## src/rtl/synth_env_pkg.sv

```systemverilog
// rtl/synth_env_pkg.sv - shared ADSR envelope encodings and scaling constants
package synth_env_pkg;

    localparam int ENV_W = 16;
    localparam int ST_W  = 3;

    typedef enum logic [ST_W-1:0] {
        ST_IDLE    = 3'd0,
        ST_ATTACK  = 3'd1,
        ST_DECAY   = 3'd2,
        ST_SUSTAIN = 3'd3,
        ST_RELEASE = 3'd4
    } env_state_e;

    // Sustain byte sits in the top 8 bits of the envelope word.
    function automatic int sus_shift(input int w);
        return w - 8;
    endfunction

    // Attack aims 25% above full scale so the curve reaches the ceiling in finite steps.
    function automatic logic [63:0] overshoot_target(input int w);
        return (64'd1 << w) + (64'd1 << (w - 2));
    endfunction

    localparam int SUS_SHIFT = sus_shift(ENV_W);
    localparam logic [ENV_W+1:0] OVERSHOOT_T = (ENV_W+2)'(overshoot_target(ENV_W));

endpackage

```

## src/rtl/adsr_env_step.sv

```systemverilog
// rtl/adsr_env_step.sv - one envelope step for one channel (pure combinational)
module adsr_env_step
    import synth_env_pkg::*;
#(
    parameter int W = 16
) (
    input  env_state_e   state_i,
    input  logic [W-1:0] env_i,
    input  logic         gate_i,
    input  logic [4:0]   attack_tau,
    input  logic [4:0]   decay_tau,
    input  logic [4:0]   release_tau,
    input  logic [W-1:0] sus_i,
    output env_state_e   state_o,
    output logic [W-1:0] env_o
);

    localparam logic [W+1:0] OVR_T   = (W+2)'(overshoot_target(W));
    localparam logic [W+1:0] ENV_MAX = {2'b00, {W{1'b1}}};
    localparam logic [W+1:0] ONE     = (W+2)'(1);

    logic [W+1:0] env_x;
    logic [W+1:0] sus_x;
    logic [W+1:0] a_inc;
    logic [W+1:0] d_dec;
    logic [W+1:0] r_dec;
    logic [W+1:0] a_sum;
    logic [W+1:0] d_res;
    logic [W+1:0] r_res;
    env_state_e   eff;

    // Gate-driven transition first, then the step of the resulting phase in the same update.
    always_comb begin
        env_x = {2'b00, env_i};
        sus_x = {2'b00, sus_i};

        a_inc = (OVR_T - env_x) >> attack_tau;
        if (a_inc == '0) a_inc = ONE;
        d_dec = (env_x - sus_x) >> decay_tau;
        if (d_dec == '0) d_dec = ONE;
        r_dec = env_x >> release_tau;
        if (r_dec == '0) r_dec = ONE;

        a_sum = env_x + a_inc;
        d_res = env_x - d_dec;
        r_res = env_x - r_dec;

        if (gate_i) begin
            eff = (state_i == ST_IDLE || state_i == ST_RELEASE) ? ST_ATTACK : state_i;
        end else begin
            eff = (state_i == ST_IDLE) ? ST_IDLE : ST_RELEASE;
        end

        state_o = ST_IDLE;
        env_o   = '0;
        case (eff)
            ST_IDLE: begin
                state_o = ST_IDLE;
                env_o   = '0;
            end
            ST_ATTACK: begin
                if (a_sum >= ENV_MAX) begin
                    state_o = ST_DECAY;
                    env_o   = {W{1'b1}};
                end else begin
                    state_o = ST_ATTACK;
                    env_o   = a_sum[W-1:0];
                end
            end
            ST_DECAY: begin
                if (env_x <= sus_x || d_res <= sus_x) begin
                    state_o = ST_SUSTAIN;
                    env_o   = sus_i;
                end else begin
                    state_o = ST_DECAY;
                    env_o   = d_res[W-1:0];
                end
            end
            ST_SUSTAIN: begin
                state_o = ST_SUSTAIN;
                env_o   = sus_i;
            end
            ST_RELEASE: begin
                if (env_x == '0 || r_res == '0) begin
                    state_o = ST_IDLE;
                    env_o   = '0;
                end else begin
                    state_o = ST_RELEASE;
                    env_o   = r_res[W-1:0];
                end
            end
            default: begin
                state_o = ST_IDLE;
                env_o   = '0;
            end
        endcase
    end

endmodule

```

## src/rtl/adsr_env_gen.sv

```systemverilog
// rtl/adsr_env_gen.sv - time-multiplexed per-channel ADSR envelope generator
module adsr_env_gen
    import synth_env_pkg::*;
#(
    parameter int C_NUM_CHAN  = 16,
    parameter int C_ENV_WIDTH = 16
) (
    input  logic                              s_axi_aclk,
    input  logic                              s_axi_aresetn,
    input  logic                              sample_en,
    input  logic [C_NUM_CHAN-1:0]             gate,
    input  logic [4:0]                        attack_tau,
    input  logic [4:0]                        decay_tau,
    input  logic [4:0]                        release_tau,
    input  logic [7:0]                        sustain_lvl,
    output logic [C_NUM_CHAN*C_ENV_WIDTH-1:0] env_out,
    output logic                              env_valid,
    output logic                              busy,
    output logic                              overrun
);

    localparam int W     = C_ENV_WIDTH;
    localparam int CNT_W = (C_NUM_CHAN > 1) ? $clog2(C_NUM_CHAN) : 1;
    localparam logic [CNT_W-1:0] LAST = CNT_W'(C_NUM_CHAN - 1);

    logic [W-1:0]            env_q   [C_NUM_CHAN];
    logic [W-1:0]            env_d   [C_NUM_CHAN];
    env_state_e              state_q [C_NUM_CHAN];
    env_state_e              state_d [C_NUM_CHAN];
    logic [CNT_W-1:0]        cnt_q, cnt_d;
    logic                    busy_q, busy_d;
    logic                    env_valid_q, env_valid_d;
    logic                    overrun_q, overrun_d;
    logic [C_NUM_CHAN-1:0]   gate_q, gate_d;
    logic [4:0]              atau_q, atau_d;
    logic [4:0]              dtau_q, dtau_d;
    logic [4:0]              rtau_q, rtau_d;
    logic [7:0]              sus_q, sus_d;

    logic [W-1:0]            sus_scaled;
    env_state_e              step_state;
    logic [W-1:0]            step_env;

    assign sus_scaled = W'(sus_q) << sus_shift(W);

    adsr_env_step #(.W(W)) u_step (
        .state_i     (state_q[cnt_q]),
        .env_i       (env_q[cnt_q]),
        .gate_i      (gate_q[cnt_q]),
        .attack_tau  (atau_q),
        .decay_tau   (dtau_q),
        .release_tau (rtau_q),
        .sus_i       (sus_scaled),
        .state_o     (step_state),
        .env_o       (step_env)
    );

    // Scan sequencing: accept a tick when idle, then write back one channel per clock.
    always_comb begin
        env_d       = env_q;
        state_d     = state_q;
        cnt_d       = cnt_q;
        busy_d      = busy_q;
        env_valid_d = 1'b0;
        overrun_d   = 1'b0;
        gate_d      = gate_q;
        atau_d      = atau_q;
        dtau_d      = dtau_q;
        rtau_d      = rtau_q;
        sus_d       = sus_q;
        if (busy_q) begin
            env_d[cnt_q]   = step_env;
            state_d[cnt_q] = step_state;
            if (cnt_q == LAST) begin
                busy_d      = 1'b0;
                cnt_d       = '0;
                env_valid_d = 1'b1;
            end else begin
                cnt_d = cnt_q + CNT_W'(1);
            end
            overrun_d = sample_en;
        end else if (sample_en) begin
            busy_d = 1'b1;
            cnt_d  = '0;
            gate_d = gate;
            atau_d = attack_tau;
            dtau_d = decay_tau;
            rtau_d = release_tau;
            sus_d  = sustain_lvl;
        end
    end

    // State registers; reset may land mid-scan and clears everything at once.
    always_ff @(posedge s_axi_aclk or negedge s_axi_aresetn) begin
        if (!s_axi_aresetn) begin
            for (int k = 0; k < C_NUM_CHAN; k++) begin
                env_q[k]   <= '0;
                state_q[k] <= ST_IDLE;
            end
            cnt_q       <= '0;
            busy_q      <= 1'b0;
            env_valid_q <= 1'b0;
            overrun_q   <= 1'b0;
            gate_q      <= '0;
            atau_q      <= '0;
            dtau_q      <= '0;
            rtau_q      <= '0;
            sus_q       <= '0;
        end else begin
            env_q       <= env_d;
            state_q     <= state_d;
            cnt_q       <= cnt_d;
            busy_q      <= busy_d;
            env_valid_q <= env_valid_d;
            overrun_q   <= overrun_d;
            gate_q      <= gate_d;
            atau_q      <= atau_d;
            dtau_q      <= dtau_d;
            rtau_q      <= rtau_d;
            sus_q       <= sus_d;
        end
    end

    // Pack the per-channel envelope registers onto the output bus.
    always_comb begin
        env_out = '0;
        for (int k = 0; k < C_NUM_CHAN; k++) begin
            env_out[k*W +: W] = env_q[k];
        end
    end

    assign env_valid = env_valid_q;
    assign busy      = busy_q;
    assign overrun   = overrun_q;

endmodule

```

## config.mk

```make
export PLATFORM = sky130hd
export DESIGN_NAME = adsr_env_gen
export DESIGN_NICKNAME = d
export VERILOG_FILES = /design/src/rtl/synth_env_pkg.sv /design/src/rtl/adsr_env_step.sv /design/src/rtl/adsr_env_gen.sv
export SDC_FILE = /design/constraint.sdc
export NUM_CORES = 1
export LEC_CHECK = 0
export ABC_AREA = 1
export BUFFER_PORTS_ARGS = -buffer_cell sky130_fd_sc_hd__buf_2
export CAP_MARGIN = 15
export CORE_AREA = 2 2 218 220
export DETAILED_ROUTE_END_ITERATION = 7
export DIE_AREA = 0 0 220 222
export GPL_TIMING_DRIVEN = 0
export PLACE_DENSITY = 0.8
export SKIP_CTS_REPAIR_TIMING = 1
export SYNTH_ARGS = -nofsm -noshare
export SYNTH_HDL_FRONTEND = slang
export SYNTH_HIERARCHICAL = 1
export SYNTH_SLANG_ARGS = --single-unit
```

## constraint.sdc

```tcl
create_clock -name s_axi_aclk -period 12.7 [get_ports s_axi_aclk]
set_input_delay 1.905 -clock s_axi_aclk [delete_from_list [all_inputs] [get_ports s_axi_aclk]]
set_output_delay 1.905 -clock s_axi_aclk [all_outputs]
set_load 0.05 [all_outputs]
```

==> reports/metrics.cfg, run 1 <==
[status]
status = finished, final reports clean

[grt]
antenna_found_initial = 0
grt_usage_pct = 37.7
grt_overflow = 0
grt_max_degree = 115
grt_pass1_vias = 25100
grt_pass1_wl_um = 141000

[timing]
max_slew.worst_pin.slew_ps = 902
rsz0062_at_grt = no
finalSetupTns_ps = 0
finalHoldViolations = 0
fin_skew_ps = 12.6
period_share_pct = 78.6
fmaxAchievable_mhz = 100
slew_headroom_pct = 39.8
finalSetupViolations = 0
slew_violations = 0
period_needed_ps = 9980

[run]
drv_cap = 0

[critical_path]
required_ps = 13120
crit_arrival_ps = 10400
cp-start-kind = register
cpMostUsedCell = nand2_1
end_kind = register
critPathMaxStageDelay_ps = 650
critPathKind = register to register
crit_cells = 55
critical_path.top_delay_family = simple AND/OR/NAND/NOR gates
r2r_cells = 55
cp_num_buf_inv = 9
slowest_stage = clkbuf_1
worstPathMaxFanout = 10

[placement]
buffer_ports.inserted = 300
gp_congestion = 1.03
dp_hpwl_um = 71600

[synthesis]
synth_edf_count = 0
yosys_warnings = 6
async_flop_share_pct = 100
ys_types = 55
yosysTopAreaCell = dfrtp_1
seq_area_frac_synth_pct = 35.3
synth_top_area_share_pct = 35.3
yosys-top-cells-area = dfrtp_1 35%, nand2_1 20%, inv_1 9.0%
ys_seq_elements = 350
syn-cell-area_um2 = 24800
avgSynthCellArea_um2 = 6.49
synth_flop_cell = dfrtp_1
postSynthCellCount = 3825

[routing]
drtAntennaViolNets = 0
drt_iter0_drc = 3228
viasPerCell = 5.62
firstDrtPassIters = 8
drc = 0
via_count = 27100
wl_per_cell_um = 19.3
routed_wl_um = 93000

[cells_and_area]
area_growth_pct = 15.0
num-nets-final = 4323
drive_gt1_share_pct = 12.3

[floorplanning]
coreArea_um2 = 46300
die-width_um = 220
io_pins = 301
die_area_um2 = 48800
initial_core_util_pct = 53.7
rows = 79
die_y_um = 222

[clock_tree]
cts-buffers-inserted = 41
clk_latency_ps = 580
cts_sinks = 350
clockBufferDepth = 3
cts_max_level = 2
cts-root-buf = clkbuf_16
clkTransAtPathRegs_ps = 60
cts_tree = built

[min_path]
worstHoldPathCells = 2
hp-class = register to register

==> stage by stage <==
| stage | hold WS [ps] | util (%) | cells | area, µm² | setup WS, ps |
|---|---|---|---|---|---|
| detailed placement | 473 | 58.9 | 4754 | 27200 | 3120 |
| floorplan | 453 | - | 3844 | 24900 | 5900 |
| global route | 507 | 61.7 | 4824 | 28500 | 2220 |
| global placement | 466 | 58.7 | 4751 | 27200 | 2900 |
| finish | 486 | 61.7 | 4825 | 28500 | 2720 |
| CTS | 487 | 61.7 | 4823 | 28500 | 3120 |
==> layer usage <==
layer	part of all wire (%)	global-route usage, %	vias up
met4	7.7	24.6	0
met2	43	57.0	1561
met5	0	0	-
met3	11	8.92	383
met1	38	48.2	12500
li1	-	-	12700
==> state kept, by name, indices dropped and copies added (netlist names) <==
signal / cells
env_out: 256
busy: 1
state_q: 48
atau_q: 5
env_valid: 1
sus_q: 8
rtau_q: 5
overrun: 1
cnt_q: 4
dtau_q: 5
gate_q: 16
==> cells by family (layout without fill, tap and decap cells) <==
group                      Yosys count  after routing  share of synthesized area, %
AOI/OAI and AO/OA                  508            508                          10.7
xor gates and xnor gates            39             39                          1.38
adders and majority gates           90             90                          4.66
buffers and inverters              811           1184                          12.8
DFF                                350            350                          35.3
muxes                               30             30                          1.33
other                                1             21                        0.0151
and+or+nand+nor                   1996           1996                          33.8
==> synth_stat cells (13+ instances only) <==
master,count
a21oi_1,92
buf_1,13
buf_2,69
clkbuf_1,103
dfrtp_1,350
ha_1,86
inv_1,595
inv_2,14
mux2_2,23
nand2_1,1338
nand3_1,411
nand3b_1,17
nand4_1,49
nor2_1,127
o21ai_0,281
o21ai_1,90
xor2_1,29
==> layout make-up <==
cell class	instances	area, µm²
Fill cell	4392	17700
Multi-Input combinational cell	2683	13000
Sequential cell	350	8760
Inverter	618	2320
Timing Repair Buffer	304	1600
Clock buffer	56	1170
Buffer	193	857
Tap cell	607	759
Clock inverter	13	114
Antenna cell	1	2.50
==> worst register-to-register path, delay by kind of cell (launching register included) <==
family | cells | cell delay (ps)
compound gates | 5 | 1060
fa+ha+maj | 4 | 1460
flops | 1 | 420
simple gates | 36 | 4310
buf+inv | 9 | 2290
xor+xnor | 1 | 300
==> final timing paths <==
check / start / end / slack (ps)
worst min-delay path: state_q[31] / state_q[31] / 490
worst min register to register: state_q[31] / state_q[31] / 490
min in group asynchronous: s_axi_aresetn / env_out[114] / 1210
worst max-delay path: cnt_q[0] / env_out[114] / 2720
worst max register to register: cnt_q[0] / env_out[114] / 2720
max in group asynchronous: s_axi_aresetn / rtau_q[3] / 10190
==> cell usage in the layout, fill, tap and decap left out, types with 9 or more instances in the layout <==
cell type     n
inv_1       595
xnor2_1      10
nand2_2      10
conb_1       20
mux2_2       23
buf_1        13
dfrtp_1     350
buf_2       369
nand3b_1     17
o21ai_0     281
clkbuf_1    110
xor2_1       29
nand3_1     411
nand2_1    1338
nor2_1      127
ha_1         86
clkinv_1      9
o21ai_1      90
nor3_1       12
a21oi_1      92
nand4_1      49
inv_2        14
clkbuf_16    42
Power of run 1 is not shown: default switching activity piles up to over one toggle a cycle in this logic, so the estimate is an artifact.
==> run 2: changes to the inputs <==
- ABC_AREA: 1 -> 0
- CORE_AREA: 2 2 218 220 -> 2 2 211 213
- DIE_AREA: 0 0 220 222 -> 0 0 213 215
- PLACE_DENSITY: 0.8 -> 0.81
- clock period: 12.7 -> 10.2 ns (I/O delays scaled with it)
==> reports/metrics.cfg, run 2 <==
[placement]
dp.cells = 3017
gp_congestion = 0.973
buffer_ports.inserted = 300
dp_hpwl_um = 58700

[synthesis]
yosys_warnings = 6
synth_common_cells = 350 x dfrtp_1, 307 x mux2_2, 172 x nand2_1, 93 x mux4_2, 91 x nor2_1
synth_edf_count = 0
synth_top_area_share_pct = 37.7
synth_flop_cell = dfrtp_1
yosysTopAreaCell = dfrtp_1
ys_seq_elements = 350
synth_most_common_cell = dfrtp_1
seq_area_frac_synth_pct = 37.7
avgSynthCellArea_um2 = 11.0
async_flop_share_pct = 100
ys_types = 96
postSynthCellCount = 2104
syn-cell-area_um2 = 23200
yosys-top-cells-area = dfrtp_1 38%, mux2_2 15%, mux4_2 9.0%

[cells_and_area]
area_growth_pct = 19.1
fillers = 3287
largest_register_ffs = 256
final_cells = 3111
drive_gt1_share_pct = 40.4
final_common_cell = dfrtp_1
num-nets-final = 2627
final_cell_mix = 349 x dfrtp_1, 332 x buf_2, 307 x mux2_2
final_util_pct = 63.4

[floorplanning]
die_area_um2 = 45800
coreArea_um2 = 43600
rows = 77
initial_core_util_pct = 53.3
die-width_um = 213
io_pins = 301
die_y_um = 215

[timing]
period_share_pct = 98.7
max_slew.worst_pin.slew_ps = 1170
slew_violations = 0
finalHoldViolations = 0
period_needed_ps = 10070
finalSetupViolations = 0
fin_skew_ps = 22.5
fmaxAchievable_mhz = 99.3
slew_headroom_pct = 21.9

[critical_path]
cpMostUsedCell = a21o_1
end_kind = register
worstPathMaxFanout = 13
critPathMaxStageDelay_ps = 570
crit_arrival_ps = 10500
cp-start-kind = register
slowest_stage = mux4_2
required_ps = 10630
critPathKind = register to register

[routing]
drt_iter0_drc = 2064
drc = 0
highest_layer = met4
via_count = 20300
drtAntennaViolNets = 0
met1Wirelength_um = 30500
wl_per_cell_um = 25.7
wl_met3_um = 7510
wl_met2_um = 38000
firstDrtPassIters = 6
routed_wl_um = 80000
viasPerCell = 6.52

[clock_tree]
cts-buffers-inserted = 39
clk_latency_ps = 560
clockBufferDepth = 3
clkTransAtPathRegs_ps = 60
cts_sinks = 350
cts_max_level = 2
cts_tree = built
cts-root-buf = clkbuf_16

[grt]
grt_usage_pct = 34.6
grt_pass1_vias = 20100
grt_overflow = 0
antenna_found_initial = 1
grt_max_degree = 134
grt_pass1_wl_um = 121000

[status]
status = finished, final reports clean

[run]
drv_cap = 0

[min_path]
hp-class = register to register

-- run 2: cell type report --
| cell class | instances | area (µm²) | area share (%) |
|---|---|---|---|
| diodes | 1 | 2.50 | 0.00904 |
| clock inverters | 14 | 174 | 0.628 |
| flip-flops and latches | 350 | 8760 | 31.6 |
| repair buffers | 335 | 1850 | 6.67 |
| inverters | 58 | 218 | 0.786 |
| plain buffers | 143 | 820 | 2.96 |
| well taps | 592 | 741 | 2.68 |
| multi-input cells | 1568 | 14000 | 50.7 |
| clock buffers | 50 | 1090 | 3.93 |
-- run 2: critical path, delay by kind of cell (launching register included) --
family,cells,cell delay (ps)
flops,1,440
xor+xnor,1,110
compound gates,19,4540
buf+inv,6,1110
fa+ha+maj,4,1310
simple gates,7,1140
mux,3,1280
-- run 2: path summary, 6_finish.rpt --
| kind | startpoint | end | slack, ps | cells after the start |
|---|---|---|---|---|
| max in group asynchronous | s_axi_aresetn | env_out[224] | 7530 | 4 |
| worst max-delay path | cnt_q[0] | env_out[67] | 130 | 40 |
| worst min-delay path | state_q[2] | state_q[2] | 500 | 2 |
| worst min register to register | state_q[2] | state_q[2] | 500 | 2 |
| min in group asynchronous | s_axi_aresetn | dtau_q[1] | 810 | 1 |
| worst max register to register | cnt_q[0] | env_out[67] | 130 | 40 |
-- run 2: stage by stage --
step / area (µm²) / worst slack [ps] / TNS, ps / hold slack [ps]
floorplan: 23300 / 1260 / 0 / 441
global placement: 25600 / -1690 / -375920 / 459
detailed placement: 25700 / -1770 / -394430 / 481
CTS: 26900 / -1950 / -433100 / 499
global route: 27700 / -120 / -9760 / 523
finish: 27700 / 135 / 0 / 501
-- run 2: cell families after synthesis --
family,after synthesis,share of synthesized area (%)
simple gates,500,10.9
mux,462,27.2
compound gates,448,13.3
flops,350,37.7
buf+inv,204,4.02
fa+ha+maj,90,4.97
xor+xnor,49,1.85
other cells,1,0.0161
-- run 2: metal layers --
metal	GRT usage [%]	up-vias
li1	-	8691
met1	44.2	10100
met2	55.1	1213
met3	8.36	278
met4	16.5	0
met5	0	-
Power of run 2 is left out for the same reason.
